$ cat config.mk
export PLATFORM = sky130hd
export DESIGN_NAME = lsu_flat
export DESIGN_NICKNAME = d
export VERILOG_FILES = /design/src/rtl/lsu_if.sv /design/src/rtl/lsu.sv /design/src/flat_wrapper.sv
export SDC_FILE = /design/constraint.sdc
export NUM_CORES = 1
export LEC_CHECK = 0
export ABC_CLOCK_PERIOD_IN_PS = 2550
export BUFFER_PORTS_ARGS = -buffer_cell sky130_fd_sc_hd__buf_2
export CORE_ASPECT_RATIO = 0.6
export CORE_MARGIN = 4
export CORE_UTILIZATION = 41
export CTS_BUF_LIST = sky130_fd_sc_hd__clkbuf_16
export CTS_CLUSTER_SIZE = 40
export DETAILED_ROUTE_END_ITERATION = 6
export PLACE_DENSITY = 0.68
export SETUP_SLACK_MARGIN = 0.5
export SYNTH_ARGS = -nofsm -noshare
export SYNTH_HDL_FRONTEND = slang
export SYNTH_SLANG_ARGS = --single-unit
$ cat constraint.sdc
create_clock -name clk -period 2.55 [get_ports clk]
set_clock_uncertainty 0.05 [all_clocks]
set_input_delay 0.1275 -clock clk [delete_from_list [all_inputs] [get_ports clk]]
set_output_delay 0.1275 -clock clk [all_outputs]
set_load 0.005 [all_outputs]
$ cat src/rtl/lsu_if.sv
// Request/response and data-memory signal bundle for the load/store unit.
// The slave modport is the LSU's view; master is the execute stage plus memory.
interface lsu_if #(
  parameter int unsigned AW = 6
) ();
  logic          req_valid;
  logic          req_ready;
  logic          req_we;
  logic [1:0]    req_size;
  logic          req_unsigned;
  logic [AW+1:0] req_addr;
  logic [31:0]   req_wdata;

  logic          resp_valid;
  logic [31:0]   resp_rdata;
  logic          resp_err;

  logic [AW-1:0] mem_addr;
  logic          mem_rd;
  logic          mem_wr;
  logic [31:0]   mem_wdata;
  logic [31:0]   mem_rdata;

  modport slave (
    input  req_valid, req_we, req_size, req_unsigned, req_addr, req_wdata,
    output req_ready,
    output resp_valid, resp_rdata, resp_err,
    output mem_addr, mem_rd, mem_wr, mem_wdata,
    input  mem_rdata
  );

  modport master (
    output req_valid, req_we, req_size, req_unsigned, req_addr, req_wdata,
    input  req_ready,
    input  resp_valid, resp_rdata, resp_err,
    input  mem_addr, mem_rd, mem_wr, mem_wdata,
    output mem_rdata
  );
endinterface

$ cat src/rtl/lsu.sv
// Load/store unit: byte/half/word accesses onto a word-wide data memory, with
// read-modify-write for sub-word stores. Misalignment check: LSU_MISALIGN_CHK_EN.
module lsu #(
  parameter int unsigned AW = 6
) (
  input logic   clk,
  input logic   rst,
  lsu_if.slave  bus
);

  localparam int unsigned DW = 32;

  typedef enum logic [2:0] {
    ST_IDLE,
    ST_LOAD,
    ST_MERGE,
    ST_WRITE,
    ST_RESP
  } state_t;

  state_t          r_state;
  logic [1:0]      r_lane;
  logic [1:0]      r_size;
  logic            r_unsigned;
  logic [15:0]     r_wdata;
  logic [DW-1:0]   r_merge;
  logic [AW-1:0]   r_mem_addr;
  logic            r_mem_rd;
  logic            r_mem_wr;
  logic            r_resp_valid;
  logic [DW-1:0]   r_resp_rdata;
  logic            r_resp_err;

  logic            w_hs;
  logic            w_misalign;
  logic [7:0]      w_byte;
  logic [15:0]     w_half;
  logic [DW-1:0]   w_load_data;
  logic [DW-1:0]   w_merge_data;

  assign bus.req_ready  = (r_state == ST_IDLE) && !rst;
  assign w_hs           = bus.req_valid && bus.req_ready;

  assign bus.resp_valid = r_resp_valid;
  assign bus.resp_rdata = r_resp_rdata;
  assign bus.mem_addr   = r_mem_addr;
  assign bus.mem_wdata  = r_merge;
  // Strobes are masked by reset so a reset in the WRITE cycle cannot corrupt memory.
  assign bus.mem_rd     = r_mem_rd && !rst;
  assign bus.mem_wr     = r_mem_wr && !rst;

`ifdef LSU_MISALIGN_CHK_EN
  // Sizes 10 and 11 are both word accesses.
  assign w_misalign = (bus.req_size == 2'b01) ? bus.req_addr[0]
                    : (bus.req_size[1]      ? (bus.req_addr[1:0] != 2'b00) : 1'b0);
  assign bus.resp_err = r_resp_err;
`else
  assign w_misalign   = 1'b0;
  assign bus.resp_err = 1'b0;
`endif

  // Little-endian lane extraction and extension of the addressed word.
  always_comb begin
    w_byte      = 8'(bus.mem_rdata >> {r_lane, 3'b000});
    w_half      = 16'(bus.mem_rdata >> {r_lane[1], 4'b0000});
    w_load_data = bus.mem_rdata;
    case (r_size)
      2'b00:   w_load_data = r_unsigned ? {24'h000000, w_byte}
                                        : {{24{w_byte[7]}}, w_byte};
      2'b01:   w_load_data = r_unsigned ? {16'h0000, w_half}
                                        : {{16{w_half[15]}}, w_half};
      default: w_load_data = bus.mem_rdata;
    endcase
  end

  // Replace the target lane(s) of the fetched word with the store data.
  always_comb begin
    w_merge_data = bus.mem_rdata;
    if (r_size == 2'b00) begin
      w_merge_data[{r_lane, 3'b000} +: 8] = r_wdata[7:0];
    end else begin
      w_merge_data[{r_lane[1], 4'b0000} +: 16] = r_wdata;
    end
  end

  always_ff @(posedge clk) begin
    if (rst) begin
      r_state      <= ST_IDLE;
      r_lane       <= 2'b00;
      r_size       <= 2'b00;
      r_unsigned   <= 1'b0;
      r_wdata      <= 16'h0000;
      r_merge      <= '0;
      r_mem_addr   <= '0;
      r_mem_rd     <= 1'b0;
      r_mem_wr     <= 1'b0;
      r_resp_valid <= 1'b0;
      r_resp_rdata <= '0;
      r_resp_err   <= 1'b0;
    end else begin
      r_resp_valid <= 1'b0;
      r_mem_rd     <= 1'b0;
      r_mem_wr     <= 1'b0;
      case (r_state)
        ST_IDLE: begin
          if (w_hs) begin
            r_lane     <= bus.req_addr[1:0];
            r_size     <= bus.req_size;
            r_unsigned <= bus.req_unsigned;
            r_wdata    <= bus.req_wdata[15:0];
            r_resp_err <= 1'b0;
            if (w_misalign) begin
              r_state      <= ST_RESP;
              r_resp_valid <= 1'b1;
              r_resp_err   <= 1'b1;
              r_resp_rdata <= '0;
            end else if (!bus.req_we) begin
              r_state    <= ST_LOAD;
              r_mem_addr <= bus.req_addr[AW+1:2];
            end else if (bus.req_size[1]) begin
              r_state    <= ST_WRITE;
              r_mem_addr <= bus.req_addr[AW+1:2];
              r_merge    <= bus.req_wdata;
              r_mem_rd   <= 1'b1;
              r_mem_wr   <= 1'b1;
            end else begin
              r_state    <= ST_MERGE;
              r_mem_addr <= bus.req_addr[AW+1:2];
            end
          end
        end
        ST_LOAD: begin
          r_state      <= ST_RESP;
          r_resp_valid <= 1'b1;
          r_resp_rdata <= w_load_data;
        end
        ST_MERGE: begin
          r_state  <= ST_WRITE;
          r_merge  <= w_merge_data;
          r_mem_rd <= 1'b1;
          r_mem_wr <= 1'b1;
        end
        ST_WRITE: begin
          r_state      <= ST_RESP;
          r_resp_valid <= 1'b1;
          r_resp_rdata <= '0;
        end
        ST_RESP: begin
          r_state <= ST_IDLE;
        end
        default: begin
          r_state <= ST_IDLE;
        end
      endcase
    end
  end

endmodule

$ cat src/flat_wrapper.sv
// flat-port wrapper written by rule: the top's interface ports become plain ports
module lsu_flat 
#(
  parameter int unsigned AW = 6
)
  (clk, rst, bus_req_valid, bus_req_we, bus_req_size, bus_req_unsigned, bus_req_addr, bus_req_wdata, bus_req_ready, bus_resp_valid, bus_resp_rdata, bus_resp_err, bus_mem_addr, bus_mem_rd, bus_mem_wr, bus_mem_wdata, bus_mem_rdata);
  lsu_if #(.AW(AW)) bus_i ();
  input logic clk;
  input logic rst;
  input wire logic [$bits(bus_i.req_valid)-1:0] bus_req_valid;
  input wire logic [$bits(bus_i.req_we)-1:0] bus_req_we;
  input wire logic [$bits(bus_i.req_size)-1:0] bus_req_size;
  input wire logic [$bits(bus_i.req_unsigned)-1:0] bus_req_unsigned;
  input wire logic [$bits(bus_i.req_addr)-1:0] bus_req_addr;
  input wire logic [$bits(bus_i.req_wdata)-1:0] bus_req_wdata;
  output wire logic [$bits(bus_i.req_ready)-1:0] bus_req_ready;
  output wire logic [$bits(bus_i.resp_valid)-1:0] bus_resp_valid;
  output wire logic [$bits(bus_i.resp_rdata)-1:0] bus_resp_rdata;
  output wire logic [$bits(bus_i.resp_err)-1:0] bus_resp_err;
  output wire logic [$bits(bus_i.mem_addr)-1:0] bus_mem_addr;
  output wire logic [$bits(bus_i.mem_rd)-1:0] bus_mem_rd;
  output wire logic [$bits(bus_i.mem_wr)-1:0] bus_mem_wr;
  output wire logic [$bits(bus_i.mem_wdata)-1:0] bus_mem_wdata;
  input wire logic [$bits(bus_i.mem_rdata)-1:0] bus_mem_rdata;
  assign bus_i.req_valid = bus_req_valid;
  assign bus_i.req_we = bus_req_we;
  assign bus_i.req_size = bus_req_size;
  assign bus_i.req_unsigned = bus_req_unsigned;
  assign bus_i.req_addr = bus_req_addr;
  assign bus_i.req_wdata = bus_req_wdata;
  assign bus_req_ready = bus_i.req_ready;
  assign bus_resp_valid = bus_i.resp_valid;
  assign bus_resp_rdata = bus_i.resp_rdata;
  assign bus_resp_err = bus_i.resp_err;
  assign bus_mem_addr = bus_i.mem_addr;
  assign bus_mem_rd = bus_i.mem_rd;
  assign bus_mem_wr = bus_i.mem_wr;
  assign bus_mem_wdata = bus_i.mem_wdata;
  assign bus_i.mem_rdata = bus_mem_rdata;
  lsu #(.AW(AW)) u_core (.clk(clk), .rst(rst), .bus(bus_i));
endmodule
==> impl_metrics.csv <==
group,metric,value,unit
clock_tree,clock_tree_buf_depth,2,
placed_design,dp_hpwl,14700,um
power,power.ir.vdd_worst,0.310,mV
clock_tree,tritoncts_num_sinks,96,
routing,vias_per_cell,5.92,
hold_path,hold_path.startpoint,"bus_req_size[1]",
sta,timing.hold.ws,0.0548,ns
synth,synth_area_per_cell,8.19,um2
synth,synth_fp_nets,734,
synth,mapped_cell_area,5320,um2
sta,fin_crit,2.01,ns
worst_setup_path,r2r_setup_slack,0.54,ns
hold_path,hold_removal_path_class,"input port to flop",
layout,share_of_final_layout_standard_cells_stronger_than_drive_strength_1,29.8,%
synth,yosysSeqAreaShare,36.1,%
routing,post_route_ant_nets,0,
die,die_h,96.3,um
worst_setup_path,slowest_stage,"sky130_fd_sc_hd__a222oi_1",
hold_path,worst_hold_path.endpoint,"u_core.r_size[1]",
worst_setup_path,startpoint_type,"flop",
synth,synth_seq_cells,96,
layout,area_growth,30.2,%
synth,synth-warning-count,0,
synth,yosys.area.top_type_share,36.1,%
clock_tree,cts_root_buf,"sky130_fd_sc_hd__clkbuf_16",
synth,synthCells,650,
sta,hold_viol,0,
sta,tightest_slew,0.680,ns
placed_design,globalplace.congestion,0.918,
worst_setup_path,number_of_cells_traversed_by_the_worst_register_to_register_path,4,
synth,synthFlopType,"sky130_fd_sc_hd__dfxtp_1",
global_route,combined_global_route_utilization_of_all_metal_layers,26.4,%
power,powerDensity,605,nW/um2
routing,drt-total-wl,20200,um
routing,route.vias.total,5746,
clock_tree,tritoncts_clock_tree,"built",
worst_setup_path,crit_required,2.71,ns
worst_setup_path,crit_type,"flop to flop",
global_route,grt_pass1_vias,5381,
die,effective_utilization_at_floorplan,43.0,%
global_route,grt_first_pass_wirelength,30600,um
routing,avgRoutedWirePerCell,20.8,um
sta,finalSetupViolations,0,
worst_setup_path,cp.depth,4,
global_route,pin_count_of_the_biggest_net_entering_global_routing,49,
worst_setup_path,end_kind,"flop",
worst_setup_path,path_delay_family,"compound AO/OA/AOI/OAI gates",
synth,synth_edf_count,0,
global_route,antenna_found_initial,0,
worst_setup_path,regToRegEndpoint,"u_core.bus.resp_rdata[4]",
power,leakage_power_of_the_design,3.00,nW
die,design.die.area,14900,um2
clock_tree,clk_pin_slew,0.07,ns
synth,synth.area.top_cells,"sky130_fd_sc_hd__dfxtp_1 36%, sky130_fd_sc_hd__a21oi_1 7.1%, sky130_fd_sc_hd__mux2i_1 6.0%",
die,placeableCoreArea,12400,um2
synth,post_synth_num_cell_types,48,
routing,drtPass1Iterations,6,
sta,timing.final.crit_share,79.0,%
placed_design,portBuffers,152,
synth,ys_async_sr_fraction,0,%
sta,slew_violations,0,
die,floorplan.rows,31,
sta,slew_headroom,54.7,%
layout,layout.nets,885,
synth,most_instantiated_cells_after_synthesis,"96 x sky130_fd_sc_hd__dfxtp_1, 77 x sky130_fd_sc_hd__nand2_1, 76 x sky130_fd_sc_hd__a21oi_1",
synth,netlist.top_cell.by_area,"sky130_fd_sc_hd__dfxtp_1",
layout,post_layout_nonfiller_instances,971,
worst_setup_path,cp_data_arrival_time,2.17,ns
clock_tree,h-tree-depth,3,
worst_setup_path,critical_path_maximum_fanout,34,
clock_tree,clock_latency,0.34,ns
worst_setup_path,cp_slowest_stage_delay,0.56,ns
placed_design,placed_cell_count,922,
sta,grt_setup_unrepaired,"no",
hold_path,worstHoldPathCells,3,
die,die_w,155,um
routing,detail_route.iter0.violations,644,
sta,sum_of_negative_setup_slack,0,ns
layout,inserted_diodes,0,
clock_tree,cts_inserted_buffers,9,
worst_setup_path,crit_buf_inv,1,
outcome,run_status,"finished, final reports clean",
sta,highest_clock_rate,497,MHz
run,cap_violations,0,
synth,post-synth-top-count-cell,"sky130_fd_sc_hd__dfxtp_1",
worst_setup_path,critPathLaunch,"u_core.r_lane[1]",
worst_setup_path,worst_r2r_startpoint,"u_core.r_lane[1]",
routing,drc,0,
global_route,globalRouteOverflowTotal,0,
worst_setup_path,worstPathCellList,"buf_8 -> mux2_2 -> a222oi_1 -> o21ai_0",
die,num_io_pins,154,
-- stage by stage --
stage / total power (W) / setup WS (ns) / instance area (um2) / util (%)
after floorplan: 0.00236 / 0.380 / 5390 / -
after global placement: 0.00270 / 0.163 / 6170 / 49.8
after detailed placement: 0.00272 / -0.0801 / 6170 / 49.8
after CTS: 0.00412 / 0.485 / 6770 / 54.7
after global routing: 0.00437 / 0.485 / 6930 / 56.0
final: 0.00419 / 0.537 / 6930 / 56.0
-- worst max-delay path by stage --
stage | to | slack [ns]
2_1_floorplan | u_core.bus.mem_wdata[11] | 0.38
3_3_place_gp | u_core.bus.mem_wdata[1] | 0.16
3_5_place_dp | u_core.bus.mem_wdata[4] | -0.08
4_1_cts | u_core.bus.mem_wdata[11] | 0.49
5_1_grt | u_core.bus.mem_wdata[1] | 0.48
6_report | u_core.bus.resp_rdata[4] | 0.54
-- state kept, by name (all words and copies together) (netlist names) --
signal	count
u_core.bus.mem_addr	6
u_core.r_size	2
u_core.r_wdata	16
u_core.bus.resp_valid	1
u_core.r_state	3
u_core.r_unsigned	1
u_core.r_mem_rd	1
u_core.bus.mem_wdata	32
u_core.bus.resp_rdata	32
u_core.r_lane	2
-- where the power goes --
part           leakage [nW]  switching [W]  internal, W
combinational          2.07       0.000606     0.000480
sequential            0.787       0.000114      0.00162
clock                 0.151       0.000605     0.000763
-- cell families after synthesis --
| kind of cell | Yosys count | share of synthesized area (%) |
|---|---|---|
| other cells | 1 | 0.0704 |
| mux | 41 | 8.06 |
| fa+ha+maj | 5 | 1.18 |
| buf+inv | 95 | 8.46 |
| flops | 96 | 36.1 |
| simple gates | 189 | 18.4 |
| compound gates | 223 | 27.8 |
-- metal layers --
metal  vias up  GRT usage [%]  part of all wire, %
met5         -              0                    0
met4         0           5.58                  1.1
met3        25           6.47                   11
met2       357           38.4                   41
met1      2703           39.3                   46
li1       2661              -                    -
-- final cells by class --
| class | instances | area (um2) |
|---|---|---|
| clock inverter | 7 | 70.1 |
| tap | 165 | 206 |
| fill | 1149 | 5440 |
| timing repair buffer | 203 | 1270 |
| sequential | 96 | 1930 |
| multi-input combinational | 460 | 3110 |
| clock buffer | 9 | 225 |
| inverter | 31 | 120 |
-- cells in the final DEF (no fill, tap or decap), types with 5 or more instances in the layout --
cell | Yosys | layout
sky130_fd_sc_hd__buf_2 | 18 | 152
sky130_fd_sc_hd__nor2_1 | 33 | 33
sky130_fd_sc_hd__o22ai_2 | 0 | 6
sky130_fd_sc_hd__mux2_2 | 7 | 7
sky130_fd_sc_hd__a221o_1 | 8 | 8
sky130_fd_sc_hd__a211oi_1 | 24 | 19
sky130_fd_sc_hd__a222oi_1 | 5 | 5
sky130_fd_sc_hd__a21oi_1 | 76 | 75
sky130_fd_sc_hd__nor3_1 | 10 | 10
sky130_fd_sc_hd__o22ai_1 | 24 | 17
sky130_fd_sc_hd__nand3_1 | 8 | 8
sky130_fd_sc_hd__buf_4 | 11 | 18
sky130_fd_sc_hd__mux2i_1 | 32 | 32
sky130_fd_sc_hd__a221oi_1 | 8 | 5
sky130_fd_sc_hd__clkbuf_16 | 0 | 9
sky130_fd_sc_hd__inv_1 | 31 | 31
sky130_fd_sc_hd__dlygate4sd3_1 | 0 | 26
sky130_fd_sc_hd__nand2_1 | 77 | 77
sky130_fd_sc_hd__nand4b_1 | 8 | 8
sky130_fd_sc_hd__nand3b_1 | 32 | 32
sky130_fd_sc_hd__o21ai_0 | 21 | 17
sky130_fd_sc_hd__o21ai_1 | 18 | 21
sky130_fd_sc_hd__dfxtp_1 | 96 | 93
sky130_fd_sc_hd__a211oi_2 | 0 | 5
sky130_fd_sc_hd__a22o_1 | 27 | 27
-- worst reg2reg max path: stages, from the launching register on --
cell,delay [ns]
sky130_fd_sc_hd__dfxtp_4,0.37
sky130_fd_sc_hd__buf_8,0.30
sky130_fd_sc_hd__mux2_2,0.45
sky130_fd_sc_hd__a222oi_1,0.56
sky130_fd_sc_hd__o21ai_0,0.15
-- repair_timing --
action	in CTS	in global routing
endpoints found under the hold margin	26	0
gates cloned	0	1
buffers inserted	1	5
hold buffers	26	0
pin swaps	1	7
gates resized for setup	6	25
endpoints found under the setup margin	49	41
Note: power is estimated with default switching activity, not from simulation.
